[src/rtl/arb_pkg.sv]
// Shared types and constants for the two-port AXI4-lite read arbiter.
package arb_pkg;

   // Arbiter FSM: IDLE arbitrates, ADDR presents AR, DATA forwards R.
   typedef enum logic [1:0] {
      ARB_IDLE = 2'd0,
      ARB_ADDR = 2'd1,
      ARB_DATA = 2'd2
   } arb_state_t;

   localparam logic       ARB_PORT_IBUS = 1'b0;
   localparam logic       ARB_PORT_DBUS = 1'b1;
   localparam logic [1:0] AXI_RESP_OKAY = 2'b00;

endpackage

[src/rtl/rr_arb2.sv]
// Combinational two-way round-robin winner select.
// A lone requester always wins; on a tie the port named by prio_i wins.
module rr_arb2 (
   input  logic [1:0] valid_i,
   input  logic       prio_i,
   output logic       any_o,
   output logic       win_o
);

   // Winner index and "someone is asking" flag.
   always_comb begin
      any_o = |valid_i;
      win_o = (&valid_i) ? prio_i : valid_i[1];
   end

endmodule

[src/rtl/axi_rd_arbiter.sv]
// Shares one AXI4-lite read port between ibus (port 0) and dbus (port 1).
// Handshake rule on every channel: a transfer happens in the cycle where
// valid and ready are both high; valid, once raised by this block, is held
// with its payload stable until the matching ready is seen.
// One transaction is in flight at a time; arbitration only happens in IDLE.
module axi_rd_arbiter
   import arb_pkg::*;
#(
   parameter int ADDR_WIDTH = 32,
   parameter int DATA_WIDTH = 32
) (
   input  logic                  clk_i,
   input  logic                  rst_i,
   // port 0 (ibus)
   input  logic [ADDR_WIDTH-1:0] s0_araddr_i,
   input  logic [2:0]            s0_arprot_i,
   input  logic                  s0_arvalid_i,
   output logic                  s0_arready_o,
   output logic [DATA_WIDTH-1:0] s0_rdata_o,
   output logic [1:0]            s0_rresp_o,
   output logic                  s0_rvalid_o,
   input  logic                  s0_rready_i,
   // port 1 (dbus)
   input  logic [ADDR_WIDTH-1:0] s1_araddr_i,
   input  logic [2:0]            s1_arprot_i,
   input  logic                  s1_arvalid_i,
   output logic                  s1_arready_o,
   output logic [DATA_WIDTH-1:0] s1_rdata_o,
   output logic [1:0]            s1_rresp_o,
   output logic                  s1_rvalid_o,
   input  logic                  s1_rready_i,
   // memory side
   output logic [ADDR_WIDTH-1:0] m_araddr_o,
   output logic [2:0]            m_arprot_o,
   output logic                  m_arvalid_o,
   input  logic                  m_arready_i,
   input  logic [DATA_WIDTH-1:0] m_rdata_i,
   input  logic [1:0]            m_rresp_i,
   input  logic                  m_rvalid_i,
   output logic                  m_rready_o,
   // debug: current FSM state
   output arb_state_t            dbg_state_o
);

   arb_state_t            r_state;
   arb_state_t            w_next_state;
   logic                  r_grant;
   logic                  r_prio;
   logic [ADDR_WIDTH-1:0] r_addr_q;
   logic [2:0]            r_prot_q;

   logic                  w_any;
   logic                  w_win;
   logic                  w_accept;
   logic                  w_r_hs;

   rr_arb2 u_rr_arb2 (
      .valid_i ({s1_arvalid_i, s0_arvalid_i}),
      .prio_i  (r_prio),
      .any_o   (w_any),
      .win_o   (w_win)
   );

   // Next state and all handshake/forwarding outputs, decoded from state.
   always_comb begin
      w_next_state = r_state;
      w_accept     = 1'b0;
      w_r_hs       = 1'b0;
      s0_arready_o = 1'b0;
      s1_arready_o = 1'b0;
      s0_rdata_o   = '0;
      s0_rresp_o   = 2'b00;
      s0_rvalid_o  = 1'b0;
      s1_rdata_o   = '0;
      s1_rresp_o   = 2'b00;
      s1_rvalid_o  = 1'b0;
      m_araddr_o   = '0;
      m_arprot_o   = 3'b000;
      m_arvalid_o  = 1'b0;
      m_rready_o   = 1'b0;
      case (r_state)
         ARB_IDLE: begin
            s0_arready_o = w_any && (w_win == ARB_PORT_IBUS);
            s1_arready_o = w_any && (w_win == ARB_PORT_DBUS);
            w_accept     = w_any;
            if (w_any) w_next_state = ARB_ADDR;
         end
         ARB_ADDR: begin
            m_arvalid_o = 1'b1;
            m_araddr_o  = r_addr_q;
            m_arprot_o  = r_prot_q;
            if (m_arready_i) w_next_state = ARB_DATA;
         end
         ARB_DATA: begin
            if (r_grant == ARB_PORT_DBUS) begin
               m_rready_o  = s1_rready_i;
               s1_rvalid_o = m_rvalid_i;
               s1_rdata_o  = m_rdata_i;
               s1_rresp_o  = m_rresp_i;
            end else begin
               m_rready_o  = s0_rready_i;
               s0_rvalid_o = m_rvalid_i;
               s0_rdata_o  = m_rdata_i;
               s0_rresp_o  = m_rresp_i;
            end
            w_r_hs = m_rvalid_i && m_rready_o;
            if (w_r_hs) w_next_state = ARB_IDLE;
         end
         default: w_next_state = ARB_IDLE;
      endcase
   end

   // State, grant, priority and captured request.
   always_ff @(posedge clk_i) begin
      if (rst_i) begin
         r_state  <= ARB_IDLE;
         r_grant  <= ARB_PORT_IBUS;
         r_prio   <= ARB_PORT_DBUS;
         r_addr_q <= '0;
         r_prot_q <= 3'b000;
      end else begin
         r_state <= w_next_state;
         if (w_accept) begin
            r_grant  <= w_win;
            r_addr_q <= w_win ? s1_araddr_i : s0_araddr_i;
            r_prot_q <= w_win ? s1_arprot_i : s0_arprot_i;
         end
         // loser of the finished transaction is favoured next time
         if (w_r_hs) r_prio <= ~r_grant;
      end
   end

   assign dbg_state_o = r_state;

endmodule

[config.mk]
export PLATFORM = sky130hd
export DESIGN_NAME = axi_rd_arbiter
export DESIGN_NICKNAME = d
export VERILOG_FILES = /design/src/rtl/arb_pkg.sv /design/src/rtl/rr_arb2.sv /design/src/rtl/axi_rd_arbiter.sv
export SDC_FILE = /design/constraint.sdc
export NUM_CORES = 1
export LEC_CHECK = 0
export ABC_AREA = 1
export BUFFER_PORTS_ARGS = -buffer_cell sky130_fd_sc_hd__buf_2
export CAP_MARGIN = 40
export CORE_MARGIN = 4
export CORE_UTILIZATION = 43
export DETAILED_ROUTE_END_ITERATION = 8
export PLACE_DENSITY_LB_ADDON = 0.08
export SYNTH_ARGS = -nofsm -noshare
export SYNTH_HDL_FRONTEND = slang
export SYNTH_HIERARCHICAL = 1
export SYNTH_SLANG_ARGS = --single-unit
[constraint.sdc]
create_clock -name clk_i -period 3.7 [get_ports clk_i]
set_clock_uncertainty 0.05 [all_clocks]
set_input_delay 0.185 -clock clk_i [delete_from_list [all_inputs] [get_ports clk_i]]
set_output_delay 0.185 -clock clk_i [all_outputs]
set_load 0.01 [all_outputs]
# ---- After elaboration in Yosys (flattened, before gate mapping)
# Index checks and enable logic that the tools add are counted.
dict set report word_totals {
  in_bits 112
  wordCells 48
  output_inout_bits 111
  ff_bits 39
}
dict set report classes {
  n_reduce_logical 7
  mux 29
  n_eq_ne 5
  n_bitwise 2
}
# op n
set ops {}
lappend ops {{$mux 32} 6}
lappend ops {{$mux 2} 7}
lappend ops {{$mux 1} 13}
lappend ops {{$mux 3} 2}
lappend ops {{$ne 2x2->1 const B} 3}
lappend ops {{$pmux 2 s3} 1}
lappend ops {{$logic_and 1x1->1} 3}
lappend ops {{$reduce_and 3->1} 1}
lappend ops {{$eq 2x1->1 const B} 1}
lappend ops {{$eq 2x2->1 const B} 1}
lappend ops {{$logic_not 2->1} 1}
lappend ops {{$not 1->1} 2}
lappend ops {{$reduce_and 2->1} 1}
lappend ops {{$reduce_or 2->1} 1}

# ---- Longest topological paths before layout
# Gate-level depths: netlist of run 1.
dict set report logic_depth {
  depth_word 5
  ltp_mapped 10
  depth_no_buf 8
}

# ---- By module
# Netlist of run 1, hierarchy kept.
# mod cells_per_inst seq_area_each_um2 n_inst area_per_inst_um2
set modules_own_cells {}
lappend modules_own_cells {axi_rd_arbiter 486 780.7 1 2821.5}
lappend modules_own_cells {rr_arb2 5 0.0 1 22.5}

# ---- Least setup slack after synthesis of run 1
# No wires, ideal clock.
dict set report synth_path {
  kind {reg-to-output}
  start {reg r_state[0] (netlist: dbg_state_o[0])}
  end {out m_araddr_o[10]}
  arrival_time_ps 1136
  setup_slack_ps 2329
  stages_incl_launch_ff 6
  t_required_ps 3465
  path_buffers 1
  path_cell_list {dfxtp_1 inv_2 nor2_2 inv_2 buf_2 nor2_1}
}
dict set report synth_between {
  elab_chain_len 2
}
# element line
set synth_rtl {}
lappend synth_rtl {{from (decl)} axi_rd_arbiter.sv:45} ;# arb_state_t r_state;
lappend synth_rtl {{from (signal assigned)} axi_rd_arbiter.sv:122} ;# r_state <= w_next_state;
lappend synth_rtl {{$eq 2x1->1} axi_rd_arbiter.sv:81} ;# case (r_state)
lappend synth_rtl {{$mux 32} axi_rd_arbiter.sv:81}
lappend synth_rtl {{to (decl)} axi_rd_arbiter.sv:33} ;# output logic [ADDR_WIDTH-1:0] m_araddr_o,
# Every way passes these cells.

# ---- Worst setup path in the final report of run 1
dict set report layout_path {
  start {reg r_state[1] (netlist: dbg_state_o[1])}
  end {reg r_addr_q[22]}
}
dict set report layout_between {
  elab_chain_len 2
}
# element line
set layout_rtl {}
lappend layout_rtl {{$logic_not 2->1} axi_rd_arbiter.sv:81}
lappend layout_rtl {{$mux 1} axi_rd_arbiter.sv:81}
lappend layout_rtl {{to (signal assigned)} axi_rd_arbiter.sv:125} ;# r_addr_q <= w_win ? s1_araddr_i : s0_araddr_i;
lappend layout_rtl {{to (decl)} axi_rd_arbiter.sv:49} ;# logic [ADDR_WIDTH-1:0] r_addr_q;
# Every way passes these cells.
# A chain may end at the register's enable or synchronous reset.

==> results of run 1 <==
[placed cells by master, fill, tap and decap left out, types with 2 or more instances in the layout]
master and instances:
dfxtp_1 39, nand2_1 156, nand2_2 31, a21oi_2 29, clkbuf_8 5, o21ai_0 2, a21oi_1 7, inv_2 5
inv_1 76, buf_2 222, nand3_1 3, nor2_1 109
[per-layer routing]
layer / GRT usage / wire length (um) / vias to the layer above
li1: - / - / 1821
met1: 0.254 / 3710 / 1506
met2: 0.397 / 4580 / 136
met3: 0.0452 / 841 / 15
met4: 0.0636 / 174 / 0
met5: 0 / 0 / -
[layout make-up]
| type | count | area share |
|---|---|---|
| clock buffer | 6 | 0.0183 |
| clock inverter | 2 | 0.00315 |
| inverter | 81 | 0.0766 |
| multi-input combinational | 344 | 0.394 |
| sequential | 39 | 0.197 |
| tap | 77 | 0.0243 |
| timing repair buffer | 224 | 0.287 |
[worst max-delay path, stage by stage (launching register included)]
cell     delay [ps]
dfxtp_1         340
inv_2           100
nand3_4         470
inv_2           700
nand2_1         150
a21oi_2         140
[through the flow]
stage	hold slack [ps]	power, W	cell area (um2)	utilization
3_3_place_gp	402	0.000870	3860	0.605
5_1_grt	107	0.00123	3970	0.621
3_5_place_dp	402	0.000879	3880	0.608
6_report	112	0.00115	3970	0.621
2_1_floorplan	282	0.000768	2840	-
4_1_cts	104	0.00116	3970	0.621
[how the worst max path moves through the flow]
stage                                           start                        end  slack, ps  cells past startpoint
after floorplan           dbg_state_o[0]$_SDFFE_PP0P_             m_araddr_o[10]       2330                      5
after global placement                   s0_arvalid_i   r_addr_q[7]$_SDFFE_PP0P_       1670                      6
after detailed placement                 s0_arvalid_i  r_addr_q[14]$_SDFFE_PP0P_       1630                      6
after CTS                 dbg_state_o[1]$_SDFFE_PP0P_  r_addr_q[15]$_SDFFE_PP0P_       1610                      5
after global routing      dbg_state_o[1]$_SDFFE_PP0P_  r_addr_q[31]$_SDFFE_PP0P_       1380                      5
final                     dbg_state_o[1]$_SDFFE_PP0P_  r_addr_q[22]$_SDFFE_PP0P_       1630                      5
[state kept, by name, indices dropped and copies added, names as in the netlist]
signal,cells
dbg_state_o,2
r_addr_q,32
r_grant,1
r_prio,1
r_prot_q,3
[cells by family after synthesis]
group | count (synthesis) | synth area share
AO/OA/AOI/OAI | 39 | 0.108
buffers and inverters | 108 | 0.176
flip-flops | 39 | 0.275
AND/OR/NAND/NOR | 305 | 0.442
[power by group through the flow]
stage	clock, W	sequential (W)	combinational, W
2_1_floorplan	0	0.000492	0.000276
3_3_place_gp	0	0.000495	0.000375
3_5_place_dp	0	0.000496	0.000384
4_1_cts	0.000288	0.000486	0.000385
5_1_grt	0.000309	0.000490	0.000431
6_report	0.000280	0.000487	0.000379
==> flow_metrics.env, run 1 <==
export IMPL_io_pins=223
export IMPL_core_um2=6390
export IMPL_regToRegSetupSlack_ps=1630
export IMPL_finalSetupTns_ps=0
export IMPL_finalNonFillerCells=773
export IMPL_synth_most_common_cell="nand2_1"
export IMPL_avgRoutedWirePerCell_um=12.0
export IMPL_synth_edff_count=0
export IMPL_num_vias=3478
export IMPL_rsz0062_at_grt="false"
export IMPL_synth_top_cell_area_share=0.275
export IMPL_synth_nets=603
export IMPL_viasPerCell=4.50
export IMPL_min_period_ps=2070
export IMPL_clk_pin_slew_worst_paths_ps=80
export IMPL_async_flop_share=0
export IMPL_p_seq_frac=0.425
export IMPL_timing_rr_start="dbg_state_o[1]$_SDFFE_PP0P_"
export IMPL_cts_hold_buf=0
export IMPL_startpoint_type="flop"
export IMPL_worstMarginPinSlew_ps=624
export IMPL_cts_buffer_depth=2
export IMPL_drc=0
export IMPL_synthDistinctLibCells=23
export IMPL_ff_latch_area_um2=781
export IMPL_synthFlopType="dfxtp_1"
export IMPL_ys_seq_elements=39
export IMPL_outcome="finished clean"
export IMPL_p_leak_nw=2.45
export IMPL_crit_fanout=38
export IMPL_postRouteAntennaNets=0
export IMPL_post_place_ws_ps=1630
export IMPL_fmax_ghz=0.483
export IMPL_track_usage=0.217
export IMPL_post_place_cells=765
export IMPL_r2r_cells=5
export IMPL_routabilityCongestion=0.792
export IMPL_fin_nets=807
export IMPL_dieArea_um2=7980
export IMPL_yosysWarnings=6
export IMPL_min_path_cells=3
export IMPL_areaGrowthSynthToFinish_pct=39.6
export IMPL_vdd_ir_drop_max_v=0.000220
export IMPL_powerDensity_nw_per_um2=289
export IMPL_die_x_um=89.3
export IMPL_clock_sinks=39
export IMPL_drive_gt1_frac=0.430
export IMPL_clockRootBuffer="clkbuf_8"
export IMPL_synth_avg_cell_area_um2=5.79
export IMPL_start_util=0.445
export IMPL_worstHoldPathType="input port to flop"
export IMPL_cts_resized=0
export IMPL_syn_inst=491
export IMPL_clkPwrFrac=0.245
export IMPL_hold_viol=0
export IMPL_hp_start="m_arready_i"
export IMPL_rows=29
export IMPL_fill_cells=630
export IMPL_synth_area_leader_cell="dfxtp_1"
export IMPL_period_share=0.559
export IMPL_slew_headroom=0.584
export IMPL_cp_end_kind="flop"
export IMPL_overflow=0
export IMPL_crit_type="flop to flop"
export IMPL_p_switching_w=0.000409
export IMPL_cap_violations=0
export IMPL_power_internal_w=0.000736
export IMPL_setup_violations=0
export IMPL_grt_pass1_vias=3010
export IMPL_firstDrtPassIters=4
export IMPL_reg2reg_to="r_addr_q[22]$_SDFFE_PP0P_"
export IMPL_netlist_area_um2=2840
export IMPL_clk_latency_ps=280
export IMPL_ys_seq_area_frac=0.275
export IMPL_grt_max_degree=39
export IMPL_slew_viol_final=0
export IMPL_multi_input_area_um2=1560
export IMPL_yosys_top_cells_count="nand2_1, nor2_1, inv_1, dfxtp_1, nand2_2"
export IMPL_cts_buffers=5
export IMPL_postCtsSetupRepairBufs=0
export IMPL_cp_required_ps=3880
export IMPL_grt_pass1_wl_um=13600
export IMPL_cts_tree="built"
export IMPL_power_frac_comb=0.331
export IMPL_sw_frac_of_total=0.357
export IMPL_place_hpwl_um=7250
export IMPL_htree_levels=2
export IMPL_worstPathArrival_ps=2250
export IMPL_min_to="dbg_state_o[1]$_SDFFE_PP0P_"
export IMPL_timing_final_ws_setup_ps=1630
export IMPL_die_h_um=89.3
export IMPL_port_buffers=222
export IMPL_antenna_found_initial=0
export IMPL_synth_top_cells_by_area="dfxtp_1, nand2_1, nor2_1"
export IMPL_drt_wl_total_um=9300
export IMPL_insertedDiodeCount=0
export IMPL_drt_iter0_markers=104
Power figures use the tool's default switching activity.
==> run 2: changes to the inputs <==
--- a/config.mk
+++ b/config.mk
@@ -9,7 +9,7 @@
 export BUFFER_PORTS_ARGS = -buffer_cell sky130_fd_sc_hd__buf_2
 export CAP_MARGIN = 40
 export CORE_MARGIN = 4
-export CORE_UTILIZATION = 43
+export CORE_UTILIZATION = 36
 export DETAILED_ROUTE_END_ITERATION = 8
 export PLACE_DENSITY_LB_ADDON = 0.08
 export SYNTH_ARGS = -nofsm -noshare
==> constraint.sdc (replaced) <==
create_clock -name clk_i -period 1.8 [get_ports clk_i]
set_clock_uncertainty 0.05 [all_clocks]
set_input_delay 0.09 -clock clk_i [delete_from_list [all_inputs] [get_ports clk_i]]
set_output_delay 0.09 -clock clk_i [all_outputs]
set_load 0.01 [all_outputs]
==> run 2 against run 1 <==
Core utilization is 9.3 points lower; global-route usage is 2.2 points lower; critical path depth stayed put; register-to-register slack worse by 1200 ps; critical endpoint is now s1_rdata_o[2]; largest cell class unchanged.
==> flow_metrics.env, run 2 (synthesis results as in run 1) <==
export IMPL_outcome="finished clean"
export IMPL_period_share=0.929
export IMPL_timing_rr_start="r_prio$_SDFFE_PP1P_"
export IMPL_areaGrowthSynthToFinish_pct=42.9
export IMPL_worstPathArrival_ps=1530
export IMPL_cts_buffers=5
export IMPL_grt_pass1_wl_um=15600
export IMPL_clk_latency_ps=280
export IMPL_die_h_um=96.9
export IMPL_grt_pass1_vias=3259
export IMPL_start_util=0.370
export IMPL_cp_end_kind="output port"
export IMPL_slew_viol_final=0
export IMPL_postRouteAntennaNets=0
export IMPL_core_um2=7690
export IMPL_startpoint_type="flop"
export IMPL_largest_reg_flops=32
export IMPL_regToRegSetupSlack_ps=450
export IMPL_worstHoldPathType="input port to flop"
export IMPL_place_area_um2=3970
export IMPL_reg2reg_to="r_prot_q[2]$_SDFFE_PP0P_"
export IMPL_slew_headroom=0.712
export IMPL_drt_wl_total_um=9520
export IMPL_cap_violations=0
export IMPL_htree_levels=2
export IMPL_io_pins=223
export IMPL_endpoint="s1_rdata_o[2]"
export IMPL_rsz0062_at_grt="true"
export IMPL_min_period_ps=1670
export IMPL_track_usage=0.195
export IMPL_port_buffers=222
export IMPL_drive_gt1_frac=0.434
export IMPL_crit_fanout=35
export IMPL_powerDensity_nw_per_um2=586
export IMPL_num_vias=3465
export IMPL_final_common_cell="buf_2"
export IMPL_fmax_ghz=0.598
export IMPL_firstDrtPassIters=4
export IMPL_min_path_cells=3
export IMPL_dieArea_um2=9390
export IMPL_overflow=0
export IMPL_drt_iter0_markers=60
export IMPL_cts_buffer_depth=2
export IMPL_viasPerCell=4.32
export IMPL_setup_violations=0
export IMPL_place_hpwl_um=7510
export IMPL_timing_hold_ws_ps=26.5
export IMPL_cp_required_ps=1660
export IMPL_vdd_ir_drop_max_v=0.000318
export IMPL_hp_start="m_arready_i"
export IMPL_grt_max_degree=37
export IMPL_r2r_cells=8
export IMPL_hold_viol=0
export IMPL_insertedDiodeCount=0
export IMPL_crit_type="flop to output port"
export IMPL_avgRoutedWirePerCell_um=11.9
export IMPL_p_leak_nw=2.49
export IMPL_worstMarginPinSlew_ps=432
export IMPL_rows=32
export IMPL_clock_sinks=39
export IMPL_cts_tree="built"
export IMPL_fill_cells=830
export IMPL_clockRootBuffer="clkbuf_8"
export IMPL_antenna_found_initial=0
export IMPL_max_flop_register="r_addr_q"
export IMPL_layout_common_cells="buf_2, nand2_1, nor2_1, inv_1, dfxtp_1"
export IMPL_clk_pin_slew_worst_paths_ps=70
export IMPL_drc=0
export IMPL_finish_instance_area_um2=4060
export IMPL_routabilityCongestion=0.957
export IMPL_die_x_um=96.9
export IMPL_critical_path_startpoint="dbg_state_o[1]$_SDFFE_PP0P_"
export IMPL_fin_nets=812
-- run 2: changes by cell type in the layout (fill, tap and decap cells not counted) --
cell     previous run  this run
nand2_2            31        29
buf_4               1         5
inv_4               0         1
nand2_4             0         2
inv_2               5         4
buf_12              1         2
-- run 2: power breakdown --
part	total, W	internal, W	leakage [nW]	switching, W
clock network	0.000570	0.000271	0.0412	0.000299
logic	0.000809	0.000321	2.13	0.000489
registers	0.00100	0.000945	0.321	0.0000560
-- run 2: layout make-up --
type,count,area (um2),share of cell area
well taps,102,128,0.0314
repair buffers,229,1190,0.293
multi-input cells,344,1570,0.387
inverters,81,307,0.0755
clock buffers,6,72.6,0.0179
clock inverters,2,12.5,0.00308
flip-flops and latches,39,781,0.192
-- run 2: per-stage QoR --
step,utilization,worst slack [ps],total power [W],TNS [ps],std cells
4_1_cts,0.528,61.7,0.00243,0,803
3_5_place_dp,0.516,243,0.00184,0,795
5_1_grt,0.528,-11.4,0.00257,-38.5,803
3_3_place_gp,0.516,295,0.00182,0,795
6_report,0.528,128,0.00238,0,803
2_1_floorplan,-,524,0.00158,0,491
-- run 2: timing repair --
action,4_1_cts,5_1_grt
hold buffers,0,0
endpoints found under the hold margin,0,0
setup buffers,0,0
pin swaps,0,0
resized for setup,2,2
setup endpoints to repair,23,28
-- run 2: routing by layer --
metal  vias to the layer above  global-route usage  part of all wire
met4                         0              0.0508             0.016
met5                         -                   0                 0
li1                       1831                   -                 -
met2                       123               0.349              0.50
met3                         8              0.0382             0.060
met1                      1503               0.238              0.42
-- run 2: worst min-delay path by stage --
stage / endpoint / slack (ps)
finish: dbg_state_o[1]$_SDFFE_PP0P_ / 30
global route: dbg_state_o[1]$_SDFFE_PP0P_ / 20
CTS: dbg_state_o[1]$_SDFFE_PP0P_ / 10
detailed placement: dbg_state_o[1]$_SDFFE_PP0P_ / 320
global placement: dbg_state_o[1]$_SDFFE_PP0P_ / 310
floorplan: dbg_state_o[1]$_SDFFE_PP0P_ / 190
-- run 2: worst max-delay path, cell delays in order, from the launching register on --
cell and delay, ps:
dfxtp_1 380, inv_2 80, nor2_4 190, nand2_4 250, nor2_1 200, buf_2 150
